--- src/rtl/apb_link.sv ---
// APB-style link: master SETUP/ACCESS FSM driving a small slave word memory.
// Optional macro APB_WAIT_STATE_EN makes the slave insert one wait state per access.
module apb_link #(
  parameter int DATA_W    = 32,
  parameter int ADDR_W    = 32,
  parameter int MEM_DEPTH = 4
) (
  input  logic              PCLK,
  input  logic              PRESET,
  input  logic              PSEL,
  input  logic              transfer,
  input  logic              PWRITE,
  input  logic [ADDR_W-1:0] PADDR,
  input  logic [DATA_W-1:0] PDATA,
  output logic              PENABLE,
  output logic [ADDR_W-1:0] PRWADDR,
  output logic [DATA_W-1:0] PRWDATA,
  output logic [DATA_W-1:0] PRDATA1,
  output logic              PREADY
);

  localparam int IDX_W = (MEM_DEPTH > 1) ? $clog2(MEM_DEPTH) : 1;

  localparam logic [1:0] IDLE   = 2'd0;
  localparam logic [1:0] SETUP  = 2'd1;
  localparam logic [1:0] ACCESS = 2'd2;

  logic [1:0]        state;
  logic [1:0]        state_n;
  logic              req;
  logic              done;
  logic [IDX_W-1:0]  idx;
  logic [DATA_W-1:0] mem [MEM_DEPTH];

  assign req  = PSEL & transfer;
  assign done = PSEL & PENABLE & PREADY;
  assign idx  = PRWADDR[IDX_W-1:0];

  always_comb begin
    state_n = state;
    case (state)
      IDLE:    if (req) state_n = SETUP;
      SETUP:   state_n = req ? ACCESS : IDLE;
      ACCESS: begin
        if (!PSEL)       state_n = IDLE;
        else if (PREADY) state_n = req ? SETUP : IDLE;
      end
      default: state_n = IDLE;
    endcase
  end

  // SETUP is never held, so state_n==SETUP marks exactly the entry edge
  always_ff @(posedge PCLK) begin
    if (PRESET) begin
      state   <= IDLE;
      PENABLE <= 1'b0;
      PRWADDR <= '0;
      PRWDATA <= '0;
    end else begin
      state   <= state_n;
      PENABLE <= (state_n == ACCESS);
      if (state_n == SETUP) begin
        PRWADDR <= PADDR;
        PRWDATA <= PDATA;
      end
    end
  end

  always_ff @(posedge PCLK) begin
    if (PRESET) begin
      PRDATA1 <= '0;
      for (int unsigned i = 0; i < MEM_DEPTH; i++) mem[i] <= '0;
    end else if (done) begin
      if (PWRITE) begin
        mem[idx] <= PRWDATA;
        PRDATA1  <= PRWDATA;
      end else begin
        PRDATA1  <= mem[idx];
      end
    end
  end

`ifdef APB_WAIT_STATE_EN
  // First ACCESS cycle arms PREADY; the access completes on the following edge
  always_ff @(posedge PCLK) begin
    if (PRESET)             PREADY <= 1'b0;
    else if (!PSEL || done) PREADY <= 1'b0;
    else if (PENABLE)       PREADY <= 1'b1;
  end
`else
  assign PREADY = PSEL & PENABLE;
`endif

endmodule

--- config.mk ---
export PLATFORM = sky130hd
export DESIGN_NAME = apb_link
export DESIGN_NICKNAME = d
export VERILOG_FILES = /design/src/rtl/apb_link.sv
export SDC_FILE = /design/constraint.sdc
export NUM_CORES = 1
export LEC_CHECK = 0
export BUFFER_PORTS_ARGS = -buffer_cell sky130_fd_sc_hd__buf_2
export CORE_MARGIN = 2
export CORE_UTILIZATION = 55
export DETAILED_ROUTE_END_ITERATION = 8
export PLACE_DENSITY = 0.79
export SLEW_MARGIN = 40
export SYNTH_ARGS = -nofsm -noshare
export SYNTH_HDL_FRONTEND = slang
export SYNTH_SLANG_ARGS = --single-unit
export TNS_END_PERCENT = 30
--- constraint.sdc ---
create_clock -name PCLK -period 2.8 [get_ports PCLK]
set_input_delay 0.14 -clock PCLK [delete_from_list [all_inputs] [get_ports PCLK]]
set_output_delay 0.14 -clock PCLK [all_outputs]
set_load 0.01 [all_outputs]
After elaboration in Yosys (flattened, before gate mapping)
Memory sizes are Yosys's and may differ from the RTL's. A register that Yosys moved wholly into a read port is not among the register bits.
Index checks and enable logic that the tools add are counted.

word-level totals
  bits in registers = 67
  latch bits = 0
  memory bits (writable) = 128
  bits in read-only memories = 0
  bits of input ports = 69
  logic and storage cells = 28
  memories kept = 1

memory list
  name  words  bits a word  read ports  clocked after Yosys merged registers in  write ports  line  RTL
  mem   4      32           1           1                                        4            33    logic [DATA_W-1:0] mem [MEM_DEPTH];

cells by class
  $add $sub $neg = 0
  multipliers = 0
  div/mod/pow operators = 0
  $lt $le $gt $ge = 0
  equal/unequal tests = 4
  shift-type cells = 0
  multiplexer cells = 15
  bitwise logic cells = 2
  reduce and logical (&&, ||, !) cells = 2

operators by type and width
  cell                                                             number
  32-bit 2-to-1 mux                                                1
  32-bit OR reduction                                              1
  2-bit 2-to-1 mux                                                 5
  1-bit 2-to-1 mux                                                 8
  2-bit one-hot mux with 3 select lines                            1
  2-bit by 1-bit == test with 1-bit output, second input constant  2
  2-bit == test, second input constant                             2
  1-bit AND                                                        2
  2-bit logical NOT                                                1

Longest topological paths before layout
Gate-level depths: netlist of the first run.

  depth after elaboration = 6
  mapped depth = 5
  gate-level depth less buffers = 3

Worst setup path after synthesis of the first run
No wires, ideal clock.

  path kind = register to register
  start = reg PENABLE
  end = mem mem[2][0] (enable)
  data arrival time = 2214 ps
  setup slack = 158 ps
  stages on the path, launching flop included = 3
  period minus slack after synthesis = 2642 ps
  cells stage by stage = dfxtp_1 > nand3_1 > o21bai_1

RTL lines
  what                    line  RTL
  start, declared         15    output logic PENABLE,
  start signal, assigned  61    PENABLE <= (state_n == ACCESS);
  end, declared           33

==> results.json, run 1 <==
{
  "clock_skew_ns": 0.00783,
  "hold_viol": 0,
  "hpwl_um": 13400,
  "period_share_pct": 76.4,
  "hold_buffers": 64,
  "synth_edf_count": 128,
  "synth-compound-area-share_pct": 10.7,
  "min_period_ns": 2.14,
  "syn_area_um2": 9250,
  "synth_top_family_by_area": "simple AND/OR/NAND/NOR gates",
  "hold_end": "state[1]",
  "dp.cells": 1071,
  "drive_gt1_share_pct": 27.5,
  "leakagePower_uw": 0.00491,
  "mostFrequentLayoutCells": "buf_2, and2_1, edfxtp_1",
  "synth_warnings": 0,
  "die_area_um2": 17900,
  "ctsRootBufferMaster": "clkbuf_16",
  "drtAntennaViolNets": 0,
  "post_cts_buffers": 0,
  "outcome": "finished clean",
  "grt_pass1_vias": 7068,
  "totalWireLength_um": 23900,
  "tightest_slew_ns": 0.888,
  "met3_length_um": 2180,
  "cp_data_required_time_ns": 3.00,
  "area_delta_synth_final_pct": 27.1,
  "ir_worst_vdd_v": 0.000484,
  "setup_viol": 0,
  "ioPinCount": 167,
  "die_w_um": 134,
  "reg2reg_slack_ns": 0.66,
  "layout_commonest_cell": "buf_2",
  "cts_buffers": 23,
  "async_flop_share_pct": 0,
  "ys_seq_area_share_pct": 63.0,
  "routed.top_layer": "met4",
  "critPathArrivalTime_ns": 2.34,
  "ys_types": 28,
  "viasPerCell": 5.94,
  "grtUsageTotal_pct": 26.9,
  "setup_tns_ns": 0,
  "crit_fanout": 19,
  "syn_avg_cell_area_um2": 12.7,
  "post_cts_resized": 0,
  "drtPass1Iterations": 8,
  "wl_per_cell_um": 20.3,
  "gp_congestion": 0.738,
  "cp-start-kind": "flop",
  "synthSimpleGateAreaFrac_pct": 13.8,
  "nNetsFinal": 1010,
  "core_area_um2": 16500,
  "wl_met2_um": 11600,
  "ys_ff_latch": 227,
  "synth_ff_type": "edfxtp_1",
  "fp.dieH_um": 134,
  "drc": 0,
  "drt_iter0_markers": 690,
  "r2r_end": "mem[0][7]",
  "fin_cells": 1177,
  "tritoncts": "yes",
  "synthMuxAreaShare_pct": 8.00,
  "whs_path_depth": 2,
  "grt_pass1_wl_um": 37800,
  "relSlewSlack_pct": 40.8,
  "r2r_start": "PENABLE",
  "initial_utilization_pct": 56.0,
  "p_per_area_nw_per_um2": 624,
  "cts_htree_levels": 1,
  "rows": 47,
  "rsz0062_at_grt": "false",
  "portBuffers": 166,
  "fmax_mhz": 468,
  "cts_buffer_depth": 3,
  "antenna_found_initial": 0,
  "rr_worst_depth": 4,
  "synth_nets": 800,
  "critPathKind": "flop to flop",
  "wl_met1_um": 9680,
  "min_path_type": "input pin to flop",
  "clock-sinks": 227,
  "slew_viol_final": 0,
  "synth_fa_ha_area_share_pct": 0,
  "clkLatencyLatePin_ns": 0.50,
  "synthCells": 731,
  "diodes": 0,
  "cap_violations": 0,
  "endpoint_kind": "flop",
  "grt-ovfl-total": 0,
  "num_vias": 6996,
  "synth-xor-area-share_pct": 0,
  "grt_max_degree": 65,
  "min-delay-start": "PSEL",
  "clk_pin_slew_ns": 0.06
}
synthesized netlist by cell type, drive strengths merged (4+ instances only):
library cell | count | area, um2
and2 | 129 | 807
nand3 | 65 | 325
clkbuf | 53 | 199
inv | 32 | 120
and3b | 4 | 35.0
edfxtp | 128 | 3840
a21oi | 65 | 325
dfxtp | 99 | 1980
o21ai | 65 | 325
buf | 13 | 104
a222oi | 32 | 320
mux4 | 32 | 739
routing by layer:
layer  up-vias  GRT usage [%]
li1       3120              -
met1      3447           36.9
met5         -              0
met3        47           5.48
met4         0           8.22
met2       382           43.9
worst max-delay path: stages (launching register included):
cell and delay, ns:
dfxtp_1 0.55, nand3_1 0.36, nor4_4 0.25, or2_2 0.42
buf_12 0.24
kinds of logic (layout without fill, tap and decap cells):
group / count (synthesis) / count (layout)
compound gates: 164 / 164
flops: 227 / 227
mux: 32 / 32
simple gates: 210 / 210
buf+inv: 98 / 324
report_power, final:
part | switching (uW) | internal, uW | total [uW]
Combinational | 248 | 238 | 486
Clock | 1230 | 1920 | 3150
Sequential | 80.7 | 3620 | 3700
sequential cells by signal, indices dropped and copies added (netlist names):
name,count
state,2
PRWADDR,32
PENABLE,1
PRDATA1,32
mem,128
PRWDATA,32
stage by stage:
step | utilization [%] | worst slack [ns] | power, uW | instance area (um2) | hold WS, ns
4_1_cts | 71.1 | 0.684 | 7360 | 11700 | 0.00454
5_1_grt | 71.1 | 0.520 | 7550 | 11800 | 0.0389
3_3_place_gp | 62.3 | 0.757 | 4160 | 10300 | 0.388
3_5_place_dp | 62.5 | 0.710 | 4170 | 10300 | 0.396
6_report | 71.1 | 0.662 | 7340 | 11800 | 0.0199
2_1_floorplan | - | 0.158 | 3980 | 9250 | 0.288
worst max path at each step:
stage	start	endpoint	slack, ns
global placement	PRWADDR[0]	PRDATA1[28]	0.76
detailed placement	PRWADDR[0]	PRDATA1[28]	0.71
global route	PRWADDR[0]	PRDATA1[27]	0.52
finish	PENABLE	mem[0][7]	0.66
CTS	PENABLE	mem[0][7]	0.68
floorplan	PENABLE	mem[2][0]	0.16
area by class of cell:
type                            instances  area (um2)
Timing Repair Buffer                  251        1710
Inverter                               32         120
Fill cell                            1101        4770
Multi-Input combinational cell        406        3040
Sequential cell                       227        5830
Clock inverter                          9         119
Clock buffer                           32         661
Tap cell                              220         275
No activity file was read; power rests on OpenSTA's default activity.
==> inputs of run 2 (changes only) <==
==> constraint.sdc (replaced) <==
create_clock -name PCLK -period 2.2 [get_ports PCLK]
set_input_delay 0.11 -clock PCLK [delete_from_list [all_inputs] [get_ports PCLK]]
set_output_delay 0.11 -clock PCLK [all_outputs]
set_load 0.01 [all_outputs]
==> run 2 against run 1 <==
Total power rose by 21%; sequential share of layout area rose by 0.16 points; count of clock-buffer cells in the layout rose by 1; maximum frequency rose by 14%; first-iteration DRC count rose by 13%; cell area fell by 0.33%; sequential power rose by 27%; critical path type unchanged; largest power group unchanged; highest routed layer unchanged.
==> results.json, run 2 (synthesized netlist as in run 1, its figures left out) <==
{
  "critPathKind": "flop to flop",
  "tightest_slew_ns": 0.701,
  "grt_max_degree": 65,
  "setup_viol": 0,
  "cts_buffer_depth": 3,
  "critical_path.top_delay_family": "multiplexers",
  "crit_fanout": 21,
  "largest_reg_flops": 128,
  "gp_congestion": 0.775,
  "endpoint_kind": "flop",
  "grt-ovfl-total": 0,
  "ir_worst_vdd_v": 0.000570,
  "drtPass1Iterations": 9,
  "rows": 47,
  "layout_commonest_cell": "buf_2",
  "top_register": "mem",
  "mostFrequentLayoutCells": "buf_2, and2_1, edfxtp_1",
  "fmax_mhz": 535,
  "drtAntennaViolNets": 0,
  "post_cts_resized": 0,
  "cpMaxStageDelayCell": "mux4_2",
  "initial_utilization_pct": 56.0,
  "outcome": "finished clean",
  "rsz0062_at_grt": "false",
  "cap_violations": 0,
  "wl_per_cell_um": 20.1,
  "leakagePower_uw": 0.00489,
  "num_vias": 6957,
  "totalWireLength_um": 23800,
  "portBuffers": 166,
  "fp.dieH_um": 134,
  "relSlewSlack_pct": 53.3,
  "min_period_ns": 1.87,
  "ioPinCount": 167,
  "dpl_cell_area_um2": 10400,
  "clock-sinks": 227,
  "hold_viol": 0,
  "drive_gt1_share_pct": 27.4,
  "critPathArrivalTime_ns": 2.24,
  "tritoncts": "yes",
  "min_path_type": "input pin to flop",
  "clock_skew_ns": 0.0132,
  "cp-start-kind": "flop",
  "grtUsageTotal_pct": 26.4,
  "ctsRootBufferMaster": "clkbuf_16",
  "area_delta_synth_final_pct": 26.7,
  "cp_cell_sequence": "buf_12 -> mux4_2 -> a222oi_1 -> inv_1",
  "cts_htree_levels": 1,
  "cp_slowest_stage_delay_ns": 0.55,
  "clk_pin_slew_ns": 0.06,
  "drc": 0,
  "grt_pass1_vias": 7077,
  "cts_buffers": 23,
  "fillCellCount": 1103,
  "diodes": 0,
  "period_share_pct": 84.9,
  "slew_viol_final": 0,
  "grt_pass1_wl_um": 37300,
  "p_per_area_nw_per_um2": 758,
  "drt_iter0_markers": 782,
  "viasPerCell": 5.88,
  "nNetsFinal": 1016,
  "antenna_found_initial": 0,
  "setup_tns_ns": 0,
  "design_area_um2": 11700,
  "clkLatencyLatePin_ns": 0.50,
  "path_buf_inv": 2,
  "core_area_um2": 16500,
  "cp_data_required_time_ns": 2.58,
  "die_w_um": 134,
  "hpwl_um": 13000,
  "die_area_um2": 17900
}
run 2: power by group:
group | switching, uW | internal [uW]
Sequential | 89.3 | 4610
Combinational | 327 | 307
Clock | 1550 | 1990
Total | 1970 | 6910
run 2: final cells by class:
type                    instances  area (um2)  area share, %
clock inverters                 8        37.5          0.320
clock buffers                  33         633           5.40
well taps                     220         275           2.35
repair buffers                257        1770           15.1
multi-input cells             406        3050           26.0
inverters                      32         120           1.03
flip-flops and latches        227        5830           49.8
run 2: worst min-delay path, cell delays in order:
cell and delay [ns]:
buf_2 0.10, nand3b_1 0.07, o21ai_0 0.09, and3b_1 0.15
run 2: metrics by stage:
stage | utilization [%] | instances | setup slack, ns | power [uW] | hold slack (ns)
CTS | 70.9 | 1183 | 0.318 | 8880 | 0.0365
finish | 70.9 | 1183 | 0.331 | 8870 | 0.0498
detailed placement | 62.9 | 1077 | 0.322 | 5310 | 0.367
global route | 70.9 | 1183 | 0.244 | 9120 | 0.0847
global placement | 62.6 | 1073 | 0.292 | 5290 | 0.361
floorplan | - | 731 | 0.0235 | 5060 | 0.258
run 2: path summary, 6_finish.rpt:
check	start	end	slack [ns]	cells after the start
setup reg to reg	PRWADDR[0]	PRDATA1[20]	0.33	4
hold reg to reg	PRDATA1[15]	PRDATA1[15]	0.47	2
hold / removal	transfer	PENABLE	0.05	4
setup / recovery	PRWADDR[0]	PRDATA1[20]	0.33	4
run 2: routing by layer:
| layer | routed length [um] | global-route usage [%] | share of wire [%] | vias up |
|---|---|---|---|---|
| met2 | 11700 | 44.4 | 49 | 415 |
| li1 | - | - | - | 3145 |
| met3 | 2270 | 4.26 | 9.5 | 35 |
| met1 | 9500 | 36.5 | 40 | 3362 |
| met4 | 359 | 6.03 | 1.5 | 0 |
| met5 | 0 | 0 | 0 | - |
run 2: timing repair:
action | in CTS | in global routing
endpoints found under the setup margin | 0 | 0
setup buffers | 0 | 0
hold endpoints to repair | 66 | 0
hold buffers | 65 | 0
==> inputs of run 3 (changes only) <==
--- a/config.mk
+++ b/config.mk
@@ -7,9 +7,9 @@
 export LEC_CHECK = 0
 export BUFFER_PORTS_ARGS = -buffer_cell sky130_fd_sc_hd__buf_2
 export CORE_MARGIN = 2
-export CORE_UTILIZATION = 55
+export CORE_UTILIZATION = 50
 export DETAILED_ROUTE_END_ITERATION = 8
-export PLACE_DENSITY = 0.79
+export PLACE_DENSITY = 0.76
 export SLEW_MARGIN = 40
 export SYNTH_ARGS = -nofsm -noshare
 export SYNTH_HDL_FRONTEND = slang
==> constraint.sdc (replaced) <==
create_clock -name PCLK -period 1.7 [get_ports PCLK]
set_input_delay 0.085 -clock PCLK [delete_from_list [all_inputs] [get_ports PCLK]]
set_output_delay 0.085 -clock PCLK [all_outputs]
set_load 0.01 [all_outputs]
==> run 3 against run 2 <==
The flow now finishes with violations (DRC); global-route usage is 1.1 points lower; first-iteration DRC count up 7.9%; final cell count grew 2.5%; sequential power up 29%; clock power rose by 49%; utilization is 4.2 points lower; flip-flop and latch count is the same; critical path depth up 1; combinational power grew 38%; cell area increased by 3.0%; critical path type unchanged; largest cell class unchanged.
==> results.json, run 3 (synthesized netlist as in run 1, its figures left out) <==
{
  "outcome": "complete, but fails checks",
  "violations": "DRC",
  "leakagePower_uw": 0.00506,
  "min_path_type": "input pin to flop",
  "design_area_um2": 12100,
  "die_w_um": 140,
  "cpMaxStageDelayCell": "buf_4",
  "critPathArrivalTime_ns": 2.05,
  "grt-ovfl-total": 0,
  "reg2reg_slack_ns": 0.03,
  "critPathKind": "flop to flop",
  "hpwl_um": 13900,
  "cp_slowest_stage_delay_ns": 0.39,
  "setup_tns_ns": 0,
  "num_vias": 7095,
  "ctsRootBufferMaster": "clkbuf_16",
  "tritoncts": "yes",
  "fp.dieH_um": 140,
  "gp_congestion": 0.784,
  "clk_pin_slew_ns": 0.06,
  "min_period_ns": 1.67,
  "cp-start-kind": "flop",
  "slew_viol_final": 0,
  "period_share_pct": 98.5,
  "die_area_um2": 19600,
  "hold_ws_ns": 0.0706,
  "clkLatencyLatePin_ns": 0.51,
  "dpl_cell_area_um2": 10600,
  "crit_fanout": 32,
  "rsz0062_at_grt": "true",
  "area_delta_synth_final_pct": 30.5,
  "cts_htree_levels": 1,
  "grtUsageTotal_pct": 25.3,
  "cts_buffers": 24,
  "core_area_um2": 18100,
  "drtAntennaViolNets": 0,
  "grt_pass1_wl_um": 38800,
  "cts_buffer_depth": 3,
  "initial_utilization_pct": 51.1,
  "cp_cell_sequence": "buf_12 -> buf_4 -> nor4_4 -> buf_4 -> and2_1",
  "nNetsFinal": 1033,
  "largest_reg_flops": 128,
  "hold_viol": 0,
  "clock-sinks": 227,
  "cap_violations": 0,
  "endpoint_kind": "flop",
  "p_per_area_nw_per_um2": 1010,
  "cp_data_required_time_ns": 2.07,
  "drc": 10,
  "ir_worst_vdd_v": 0.000744,
  "wl_per_cell_um": 20.8,
  "grt_max_degree": 65,
  "antenna_found_initial": 1,
  "path_buf_inv": 3,
  "tightest_slew_ns": 0.589,
  "grt_pass1_vias": 7166,
  "layout_commonest_cell": "buf_2",
  "top_register": "mem",
  "relSlewSlack_pct": 60.7,
  "mostFrequentLayoutCells": "buf_2, and2_1, edfxtp_1",
  "totalWireLength_um": 25200,
  "drtPass1Iterations": 9,
  "setup_viol": 0,
  "drive_gt1_share_pct": 29.0,
  "portBuffers": 166,
  "viasPerCell": 5.85,
  "path_common_cell": "buf_4",
  "critical_path.top_delay_family": "buffers and inverters",
  "fmax_mhz": 597,
  "rows": 49,
  "clock_skew_ns": 0.0128,
  "drt_iter0_markers": 844,
  "ioPinCount": 167
}
## run 3: cell count changes in the layout (fill, tap and decap cells not counted), sizes merged
cell	change
buf	+15
bufinv	+3
clkbuf	-2
clkinv	+2
diode	+1
dlygate4sd3	+1
## run 3: stage by stage
stage	worst slack, ns	std cells	util [%]	power (uW)
after floorplan	-0.163	731	-	6550
after global placement	0.0625	1097	58.5	6900
after detailed placement	0.0213	1097	58.5	6920
after CTS	0.0102	1207	66.5	12300
after global routing	-0.0299	1212	66.7	12600
final	0.0255	1212	66.7	12200
## run 3: worst min-delay path, delay by kind of cell
kind / cells / cell delay [ns]
AOI/OAI and AO/OA: 1 / 0.13
buffers and inverters: 2 / 0.30
## run 3: layer usage
metal | vias up | GRT usage [%] | share of wire [%]
met2 | 376 | 44.1 | 51
met5 | - | 0 | 0
met4 | 0 | 9.30 | 2.9
li1 | 3185 | - | -
met3 | 58 | 3.32 | 7.8
met1 | 3476 | 32.6 | 38
## run 3: layout make-up
| cell class | instances | area (um2) |
|---|---|---|
| antenna | 1 | 2.50 |
| tap | 229 | 287 |
| fill | 1261 | 6020 |
| clock inverter | 13 | 135 |
| clock buffer | 31 | 668 |
| inverter | 32 | 120 |
| sequential | 227 | 5830 |
| multi-input combinational | 406 | 3050 |
| timing repair buffer | 273 | 1970 |
## run 3: final timing paths
check / from / cells past startpoint / end
worst min register to register: PRDATA1[18] / 2 / PRDATA1[18]
worst max register to register: PRWADDR[0] / 5 / mem[0][28]
worst min-delay path: PRESET / 3 / PRWDATA[12]
worst max-delay path: PRWADDR[0] / 5 / mem[0][28]
## run 3: power by group
part           switching [uW]  total (uW)  internal (uW)
clock network            2070        5290           3220
registers                 115        6070           5960
logic                     443         876            433
total                    2630       12200           9610
## run 3: repair_timing
item / 4_1_cts / 5_1_grt
setup buffers: 0 / 4
gates resized for setup: 0 / 2
gates cloned: 0 / 0
hold buffers: 66 / 0
pin swaps: 1 / 3
hold endpoints to repair: 66 / 0
setup endpoints to repair: 1 / 6
